**config.mk**
```make
export PLATFORM = sky130hd
export DESIGN_NAME = instr_fetch_unit
export DESIGN_NICKNAME = d
export VERILOG_FILES = /design/src/rtl/instr_fetch_unit.sv
export SDC_FILE = /design/constraint.sdc
export NUM_CORES = 1
export LEC_CHECK = 0
export ABC_AREA = 1
export CELL_PAD_IN_SITES_DETAIL_PLACEMENT = 1
export CELL_PAD_IN_SITES_GLOBAL_PLACEMENT = 2
export CORE_MARGIN = 2
export CORE_UTILIZATION = 27
export DETAILED_ROUTE_END_ITERATION = 12
export HOLD_SLACK_MARGIN = 0.05
export PLACE_DENSITY = 0.85
export SLEW_MARGIN = 10
export SYNTH_ARGS = -nofsm -noshare
export SYNTH_HDL_FRONTEND = slang
export SYNTH_SLANG_ARGS = --single-unit
```
**constraint.sdc**
```tcl
create_clock -name CLK -period 4 [get_ports CLK]
set_input_delay 0.8 -clock CLK [delete_from_list [all_inputs] [get_ports CLK]]
set_output_delay 0.8 -clock CLK [all_outputs]
set_load 0.02 [all_outputs]
```
**src/rtl/instr_fetch_unit.sv**
```systemverilog
// Program counter and instruction register for the multi-cycle CPU.
// Computes the next PC from PCSel and fetches the word at PC over a req/ack handshake.
module instr_fetch_unit #(
   parameter logic [31:0] RESET_PC = 32'h0000_0000,
   parameter int          TIMEOUT  = 15
) (
   input  logic        CLK,
   input  logic        RST,
   input  logic        pcWrite,
   input  logic        IRWrite,
   input  logic [1:0]  PCSel,
   input  logic [31:0] Immd,
   input  logic [31:0] RsData,
   input  logic        imemAck,
   input  logic [31:0] imemData,
   output logic        imemReq,
   output logic [31:0] imemAddr,
   output logic [31:0] PC,
   output logic [31:0] PCplus4,
   output logic [31:0] IR,
   output logic        fetchDone,
   output logic        fetchErr
);

   typedef enum logic {
      IDLE = 1'b0,
      REQ  = 1'b1
   } state_t;

   localparam logic [1:0] SEL_NEXT = 2'b00;
   localparam logic [1:0] SEL_REL  = 2'b01;
   localparam logic [1:0] SEL_RS   = 2'b10;
   localparam logic [1:0] SEL_ABS  = 2'b11;

   // Last wait count before the request is abandoned; REQ lasts TIMEOUT cycles.
   localparam logic [7:0] LAST_CNT = 8'(TIMEOUT - 1);

   state_t             state;
   state_t             state_next;
   logic [7:0]         wait_cnt;
   logic               take_ack;
   logic               take_tmo;
   logic               pend_vld;
   logic [31:0]        pend_pc;
   logic [31:0]        pc_next;
   logic signed [31:0] rel_off;

   assign PCplus4  = PC + 32'd4;
   assign imemAddr = PC;
   assign rel_off  = $signed(Immd) <<< 2;

   always_comb begin
      pc_next = PCplus4;
      case (PCSel)
         SEL_NEXT: pc_next = PCplus4;
         SEL_REL:  pc_next = PCplus4 + $unsigned(rel_off);
         SEL_RS:   pc_next = RsData & 32'hFFFF_FFFC;
         SEL_ABS:  pc_next = {PCplus4[31:28], IR[25:0], 2'b00};
         default:  pc_next = PCplus4;
      endcase
   end

   always_comb begin
      state_next = state;
      take_ack   = 1'b0;
      take_tmo   = 1'b0;
      imemReq    = 1'b0;
      case (state)
         IDLE: begin
            if (IRWrite) state_next = REQ;
         end
         REQ: begin
            imemReq = 1'b1;
            // An ack arriving on the final allowed cycle still wins over the timeout.
            if (imemAck) begin
               take_ack   = 1'b1;
               state_next = IDLE;
            end else if (wait_cnt == LAST_CNT) begin
               take_tmo   = 1'b1;
               state_next = IDLE;
            end
         end
         default: state_next = IDLE;
      endcase
   end

   always_ff @(posedge CLK) begin
      if (RST) begin
         state     <= IDLE;
         wait_cnt  <= 8'd0;
         PC        <= RESET_PC;
         IR        <= 32'h0;
         fetchDone <= 1'b0;
         fetchErr  <= 1'b0;
         pend_vld  <= 1'b0;
      end else begin
         state     <= state_next;
         fetchDone <= take_ack | take_tmo;
         wait_cnt  <= (state == REQ) ? wait_cnt + 8'd1 : 8'd0;

         if (take_ack)      IR <= imemData;
         else if (take_tmo) IR <= 32'h0;

         if (take_tmo) fetchErr <= 1'b1;

         // PC must not move under an outstanding request, so writes are parked.
         if (state == REQ) begin
            if (pcWrite) pend_vld <= 1'b1;
         end else if (pcWrite) begin
            PC       <= pc_next;
            pend_vld <= 1'b0;
         end else if (pend_vld) begin
            PC       <= pend_pc;
            pend_vld <= 1'b0;
         end
      end
   end

   always_ff @(posedge CLK) begin
      if (state == REQ && pcWrite) pend_pc <= pc_next;
   end

endmodule

```
Word level (Yosys, flattened, before mapping)
Cells that the tools add are included.

word-level totals
  logic and storage cells = 38
  register bits = 108
  input bits = 103
  output and inout bits = 131

cells by class
  reduce and logical (&&, ||, !) cells = 6
  equality and inequality tests = 4
  muxes and demuxes = 15
  $add $sub $neg = 3
  bitwise logic cells = 2

operators with widths
  operator               count
  $mux 32                4
  $pmux 32 s4            1
  $add 32x3->32 const B  1
  $add 32x32->32         1
  $mux 1                 9
  $add 8x1->8 const B    1
  $eq 8x4->1 const B     1
  $eq 2x2->1 const B     2
  $reduce_bool 2->1      2
  $eq 2x1->1 const B     1
  $logic_not 2->1        1
  $pmux 1 s2             1
  $reduce_and 2->1       1
  $reduce_or 2->1        1
  $logic_and 1x1->1      1
  $not 1->1              1
  $or 1x1->1             1

Logic depth before layout (Yosys ltp)
Gate-level depths: netlist of the first run.

  depth after elaboration = 6
  depth in mapped cells = 24
  gate-level depth less buffers = 24

Worst setup path before layout of the first run
OpenSTA, ideal clock, no wires.

  path kind = flip-flop to flip-flop
  from = register PC[3]
  to = register PC[15]
  cell stages (with the launch flop) = 19
  buffers on the path = 0
  clock period less this slack = 3.217 ns
  arrival time = 3.085 ns
  required time = 3.868 ns
  setup time = 0.132 ns
  setup slack = 0.783 ns
  path through = dfxtp_1 ha_1 nand2_1 nor2_2 nand2_1 nor2_1 xor2_1 ha_1 nand2_1 inv_1 nand2_1 nand2_1 a21oi_1 nand2_1 or2_2 nand3_1 nand4_1 o21ai_1 a21oi_1

on the way
  cells in the longest elaborated chain, start to end = 4

RTL lines
  item                    RTL line  RTL
  start, declared         18        output logic [31:0] PC,
  start signal, assigned  110       PC <= pc_next;
  start signal, assigned  113       PC <= pend_pc;
  $add 32x3->32           48        assign PCplus4 = PC + 32'd4;
  net PCplus4[14]         19        output logic [31:0] PCplus4,
  $add 32x32->32          56        SEL_REL: pc_next = PCplus4 + $unsigned(rel_off);
  $pmux 32 s4             54        case (PCSel)
  net pc_next[15]         45        logic [31:0] pc_next;
  $mux 32                 109       end else if (pcWrite) begin

The timed path passes the listed nets, and every way through them passes these cells.
A chain may end at the register's enable or synchronous reset.

Final worst setup path of the first run
  from = register PC[2]
  to = output PCplus4[26]

on the way
  cells in the longest elaborated chain, start to end = 1

RTL lines
  item           RTL line
  $add 32x3->32  48
  end, declared  19

No other way between the ends.

==> results of run 1 <==
placed cells by master (no fill, tap or decap), types with 2 or more instances in the layout:
| cell | n |
|---|---|
| xor2_1 | 15 |
| o21ai_1 | 9 |
| buf_4 | 32 |
| ha_1 | 37 |
| or2_2 | 5 |
| nand4_1 | 33 |
| nand3_1 | 111 |
| o21bai_1 | 5 |
| o21ai_0 | 27 |
| dfxtp_1 | 76 |
| nor2_4 | 4 |
| nor2_1 | 138 |
| o2111ai_1 | 2 |
| nand2_1 | 413 |
| and2_1 | 3 |
| nand2_2 | 6 |
| xnor2_1 | 3 |
| a21oi_1 | 102 |
| clkinv_8 | 3 |
| nand3b_1 | 6 |
| a22o_1 | 2 |
| edfxtp_1 | 32 |
| clkbuf_16 | 9 |
| inv_1 | 148 |
| a221oi_1 | 4 |
| nor4_1 | 3 |
| inv_2 | 2 |
| nor2_2 | 7 |
| clkdlybuf4s50_1 | 228 |
| nor3_1 | 10 |
| or2_0 | 4 |
routing by layer:
metal | vias to the layer above | global-route usage [%]
met1 | 4322 | 30.2
met4 | 0 | 4.23
li1 | 4539 | -
met3 | 27 | 3.62
met2 | 224 | 37.8
met5 | - | 0
registers in the layout, indices dropped and copies added, names as in the netlist:
signal and flops:
fetchDone 1, IR 32, pend_vld 1, fetchErr 1, wait_cnt 8, PC 32
pend_pc 32, state 1
logic make-up after synthesis:
family | count (synthesis) | share of synthesized area, %
AND/OR/NAND/NOR | 747 | 39.0
buffers and inverters | 228 | 12.1
AO/OA/AOI/OAI | 156 | 10.3
flip-flops | 108 | 30.4
adder cells (fa/ha/maj) | 38 | 5.92
XOR/XNOR | 20 | 2.33
worst max-delay path, cell delays in order (launching register included):
cell             delay [ns]
dfxtp_1                0.45
ha_1                   0.25
nand2_1                0.09
nor2_2                 0.28
nand2_1                0.15
inv_1                  0.13
nand2_1                0.10
xor2_1                 0.33
buf_4                  0.20
clkdlybuf4s50_1        0.60
path summary, 6_finish.rpt:
check                                            to                 from  slack, ns  depth (start not counted)
worst max-delay path                    PCplus4[26]   PC[2]$_SDFFE_PP0P_       0.26                          9
worst min-delay path            IR[29]$_SDFFE_PP0P_  IR[29]$_SDFFE_PP0P_       0.47                          2
worst max register to register  PC[15]$_SDFFE_PP0P_   PC[2]$_SDFFE_PP0P_       0.32                         18
worst min register to register  IR[29]$_SDFFE_PP0P_  IR[29]$_SDFFE_PP0P_       0.47                          2
report_power, final:
group	switching (W)	internal (W)	leakage, nW	total, W
Clock	0.000504	0.000448	0.146	0.000952
Combinational	0.000649	0.000441	3.62	0.00109
Sequential	0.0000656	0.00119	0.919	0.00125
Total	0.00122	0.00208	4.69	0.00330
per-stage QoR:
stage / instance area (um2) / utilization [%] / std cells / worst slack, ns
6_report: 11100 / 37.3 / 1888 / 0.257
4_1_cts: 11100 / 37.3 / 1888 / 0.240
3_3_place_gp: 10800 / 36.3 / 1872 / 0.368
5_1_grt: 11100 / 37.3 / 1888 / 0.0109
2_1_floorplan: 8160 / - / 1297 / 0.783
3_5_place_dp: 10800 / 36.3 / 1872 / 0.290
final cells by class:
class,count,share of cell area (%)
clock buffers,9,2.03
clock inverters,7,0.767
inverters,151,5.11
multi-input cells,961,42.3
flip-flops and latches,108,22.4
well taps,390,4.40
repair buffers,262,23.0
==> out/results.tsv, run 1 <==
stage	metric	value	unit
cts	numCtsBuffers	9	
die	fp.dieW	178	um
cts	clock-sinks	108	
route	wl_met3	1690	um
global_routing	grt_pass1_wl	53900	um
route	ant_nets	0	
cts	ctsHoldBuffers	0	
die	io_pins	234	
route	wl_met2	16600	um
sta	fin_skew	0.0225	ns
yosys	postSynthRegisterBits	108	
sta	tightest_slew	1.19	ns
power_and_ir_drop	ir_drop	217	uV
setup_path	cp-end-kind	output pin	
yosys	synth.distinct_cells	44	
cts	clkTransAtPathRegs	0.09	ns
global_routing	antenna_found_initial	0	
cts	cts_root_buf	clkbuf_16	
yosys	synthCells	1297	
die	core	29700	um2
die	start_util	27.5	%
yosys	syn_area	8160	um2
route	dr.max_layer_used	met4	
flow_run	maxCapViolCount	0	
yosys	synth_edf_count	32	
route	wl_met1	16500	um
global_routing	grt-ovfl-total	0	
yosys	synth_top_area_share	19.0	%
route	num_vias	9112	
sta	post-route-period-util	93.6	%
cells_and_area	multi_input_area	4690	um2
place	portBuffers	229	
cells_and_area	regArea	2480	um2
sta	slew_violations	0	
cts	post_cts_buffers	0	
sta	rsz0062_at_grt	false	
route	drtIter0Drc	438	
setup_path	worstPathRequired	3.20	ns
power_and_ir_drop	leakagePower	4.69	nW
yosys	synth-main-ff-cell	dfxtp_1	
sta	clock.fmax	267	MHz
place	hpwl	28700	um
power_and_ir_drop	power	0.00330	W
cts	cts_tree	yes	
cells_and_area	num-fill-cells	3756	
setup_path	startpoint_type	flop	
global_routing	grt_pass1_vias	9282	
cts	clockBufferDepth	2	
route	wl_per_cell	18.7	um
yosys	yosys-top-cells-area	nand2_1 19%, dfxtp_1 19%, edfxtp_1 12%, nand3_1 6.8%, inv_1 6.8%	
cells_and_area	antenna_cells	0	
die	die_area	31600	um2
setup_path	worstPathArrival	2.94	ns
die	fp.dieH	178	um
route	vias_per_cell	4.83	
yosys	synth_commonest_cells	413 x nand2_1, 148 x inv_1, 140 x nor2_1, 111 x nand3_1, 102 x a21oi_1	
setup_path	crit_type	flop to output pin	
yosys	syn-num-nets	1438	
yosys	ys_warn_count	0	
place	globalplace.congestion	0.942	
sta	slew_headroom	20.6	%
global_routing	grt_max_degree	64	
yosys	yosysMostFrequentCell	nand2_1	
route	wl	35200	um
outcome	status	finished, final reports clean	
cells_and_area	nets	1634	
setup_path	path_max_fanout	5	
yosys	avgSynthCellArea	6.29	um2
power_and_ir_drop	powerDensity	297	nW/um2
cts	clkLatencyLatePin	0.38	ns
cells_and_area	drive_gt1_share	5.34	%
sta	final.setup.tns	0	ns
sta	hold_ws	0.473	ns
die	row_count	63	
sta	period_minus_slack	3.74	ns
yosys	synth_top_cell_by_area	nand2_1	
cts	cts_resized	0	
route	drtPass1Iterations	5	
cells_and_area	area_growth	35.9	%
sta	setup_viol	0	
cts	htreeDepth	3	
route	drc_errors	0	
yosys	ys_seq_area_share	30.4	%
sta	hold_viol	0	
yosys	async_flop_share	0	%
worst_hold_path	min_path_type	flop to flop	
global_routing	track_usage	22.4	%
Note: power is estimated with default switching activity, not from simulation.
==> inputs of run 2 (changes only) <==
--- a/config.mk
+++ b/config.mk
@@ -8,9 +8,9 @@
 export ABC_AREA = 1
 export CELL_PAD_IN_SITES_DETAIL_PLACEMENT = 1
 export CELL_PAD_IN_SITES_GLOBAL_PLACEMENT = 2
-export CORE_MARGIN = 2
 export CORE_UTILIZATION = 27
 export DETAILED_ROUTE_END_ITERATION = 12
+export GPL_ROUTABILITY_DRIVEN = 1
 export HOLD_SLACK_MARGIN = 0.05
 export PLACE_DENSITY = 0.85
 export SLEW_MARGIN = 10
==> run 2 against run 1 <==
  * Clock skew down 0.014 ns
  * First-iteration DRC count up 11%
  * Count of clock-buffer cells in the layout up 1
  * Routed wire length down 0.59%
  * Final cell count about the same
  * Combinational power about the same
  * Sequential share of layout area about the same
  * Largest power group unchanged
==> out/results.tsv, run 2 (synthesis results as in run 1) <==
stage	metric	value	unit
outcome	status	finished, final reports clean	
sta	rsz0062_at_grt	false	
global_routing	grt_pass1_wl	53500	um
place	globalplace.congestion	0.892	
sta	worst_slack	0.297	ns
setup_path	path_max_fanout	7	
sta	slew_violations	0	
die	die_area	30900	um2
cts	clock-sinks	108	
global_routing	antenna_found_initial	0	
cts	cts_tree	yes	
setup_path	startpoint_type	flop	
cells_and_area	final_cells	1887	
cells_and_area	layout_commonest_cell	nand2_1	
cells_and_area	final_util	37.3	%
sta	hold_viol	0	
route	drc_errors	0	
setup_path	cpMostUsedCell	nor2_4	
sta	fin_skew	0.00867	ns
global_routing	grt_pass1_vias	9290	
die	io_pins	234	
setup_path	worstPathRequired	3.20	ns
cts	ctsHoldBuffers	0	
cts	cts_root_buf	clkbuf_16	
cts	clkTransAtPathRegs	0.08	ns
route	wl	35000	um
setup_path	cp_slowest_cell	clkdlybuf4s50_1	
route	num_vias	9215	
setup_path	worst-path-buf-inv	3	
setup_path	worstPathArrival	2.90	ns
sta	tightest_slew	1.14	ns
sta	final.setup.tns	0	ns
setup_path	cp-end-kind	output pin	
place	hpwl	28400	um
sta	period_minus_slack	3.70	ns
route	drtIter0Drc	488	
cts	numCtsBuffers	9	
die	fp.dieW	176	um
die	fp.dieH	176	um
sta	clock.fmax	270	MHz
place	portBuffers	229	
global_routing	grt-ovfl-total	0	
setup_path	cp_num_cells	9	
setup_path	r2r_cells	15	
flow_run	maxCapViolCount	0	
cts	htreeDepth	3	
cells_and_area	drive_gt1_share	5.55	%
cells_and_area	final_cell_mix	413 x nand2_1, 228 x clkdlybuf4s50_1, 148 x inv_1	
sta	post-route-period-util	92.6	%
global_routing	track_usage	22.7	%
setup_path	worstPathCellList	inv_1 > nor2_4 > nand2_4 > nor2_4 > nand2_2 > nor2_2 > xor2_2 > buf_4 > clkdlybuf4s50_1	
place	pre_cts_slack	0.323	ns
die	start_util	27.5	%
route	ant_nets	0	
power_and_ir_drop	leakagePower	4.68	nW
global_routing	grt_max_degree	64	
cells_and_area	reg.largest.list	IR (32), PC (32), pend_pc (32)	
route	wl_per_cell	18.6	um
route	drtPass1Iterations	5	
setup_path	cp_top_family	buffers and inverters	
worst_hold_path	min_path_type	flop to flop	
setup_path	crit_type	flop to output pin	
cts	clkLatencyLatePin	0.37	ns
setup_path	slowest_delay	0.63	ns
sta	slew_headroom	24.1	%
die	core	29700	um2
cells_and_area	area_growth	35.8	%
route	vias_per_cell	4.88	
worst_hold_path	whs_path_depth	2	
die	row_count	63	
place	placed_cells	1870	
cts	clockBufferDepth	2	
sta	setup_viol	0	
cells_and_area	nets	1632	
power_and_ir_drop	ir_drop	197	uV
power_and_ir_drop	powerDensity	296	nW/um2
run 2: final cells by class:
cell class,instances,area [um2]
timing repair buffer,260,2520
tap,390,488
inverter,151,567
antenna,1,2.50
clock inverter,6,56.3
multi-input combinational,961,4720
fill,3792,18600
sequential,108,2480
clock buffer,10,239
run 2: path summary, 6_finish.rpt:
path,startpoint,end,slack (ns)
worst max-delay path,PC[2]$_SDFFE_PP0P_,PCplus4[23],0.30
worst min-delay path,IR[26]$_SDFFE_PP0P_,IR[26]$_SDFFE_PP0P_,0.47
worst max register to register,PC[2]$_SDFFE_PP0P_,PC[12]$_SDFFE_PP0P_,0.30
worst min register to register,IR[26]$_SDFFE_PP0P_,IR[26]$_SDFFE_PP0P_,0.47
run 2: per-stage QoR:
step / hold slack (ns) / area, um2 / total power [W]
floorplan: 0.430 / 8160 / 0.00187
global placement: 0.445 / 10800 / 0.00235
detailed placement: 0.457 / 10800 / 0.00237
CTS: 0.469 / 11000 / 0.00330
global route: 0.504 / 11100 / 0.00344
finish: 0.465 / 11100 / 0.00328
run 2: where the power goes:
group          total [W]  internal [W]  switching, W
registers        0.00126       0.00119     0.0000680
logic            0.00109      0.000440      0.000651
clock network   0.000932      0.000455      0.000477
total            0.00328       0.00208       0.00120
run 2: timing repair:
| item | 4_1_cts | 5_1_grt |
|---|---|---|
| setup endpoints to repair | 0 | 3 |
| buffers inserted | 0 | 0 |
| gates resized for setup | 0 | 6 |
run 2: worst reg2reg max path, delay by kind of cell, from the launching register on:
family / cells / cell delay, ns
simple gates: 8 / 1.58
compound gates: 3 / 0.53
flops: 1 / 0.44
xor+xnor: 1 / 0.41
fa+ha+maj: 1 / 0.33
buf+inv: 2 / 0.27
run 2: metal layers:
metal | global-route usage (%) | up-vias | wire length [um]
met5 | 0 | - | 0
met4 | 4.46 | 0 | 503
met3 | 3.27 | 31 | 1680
met2 | 39.0 | 234 | 16500
met1 | 30.0 | 4421 | 16400
li1 | - | 4529 | -
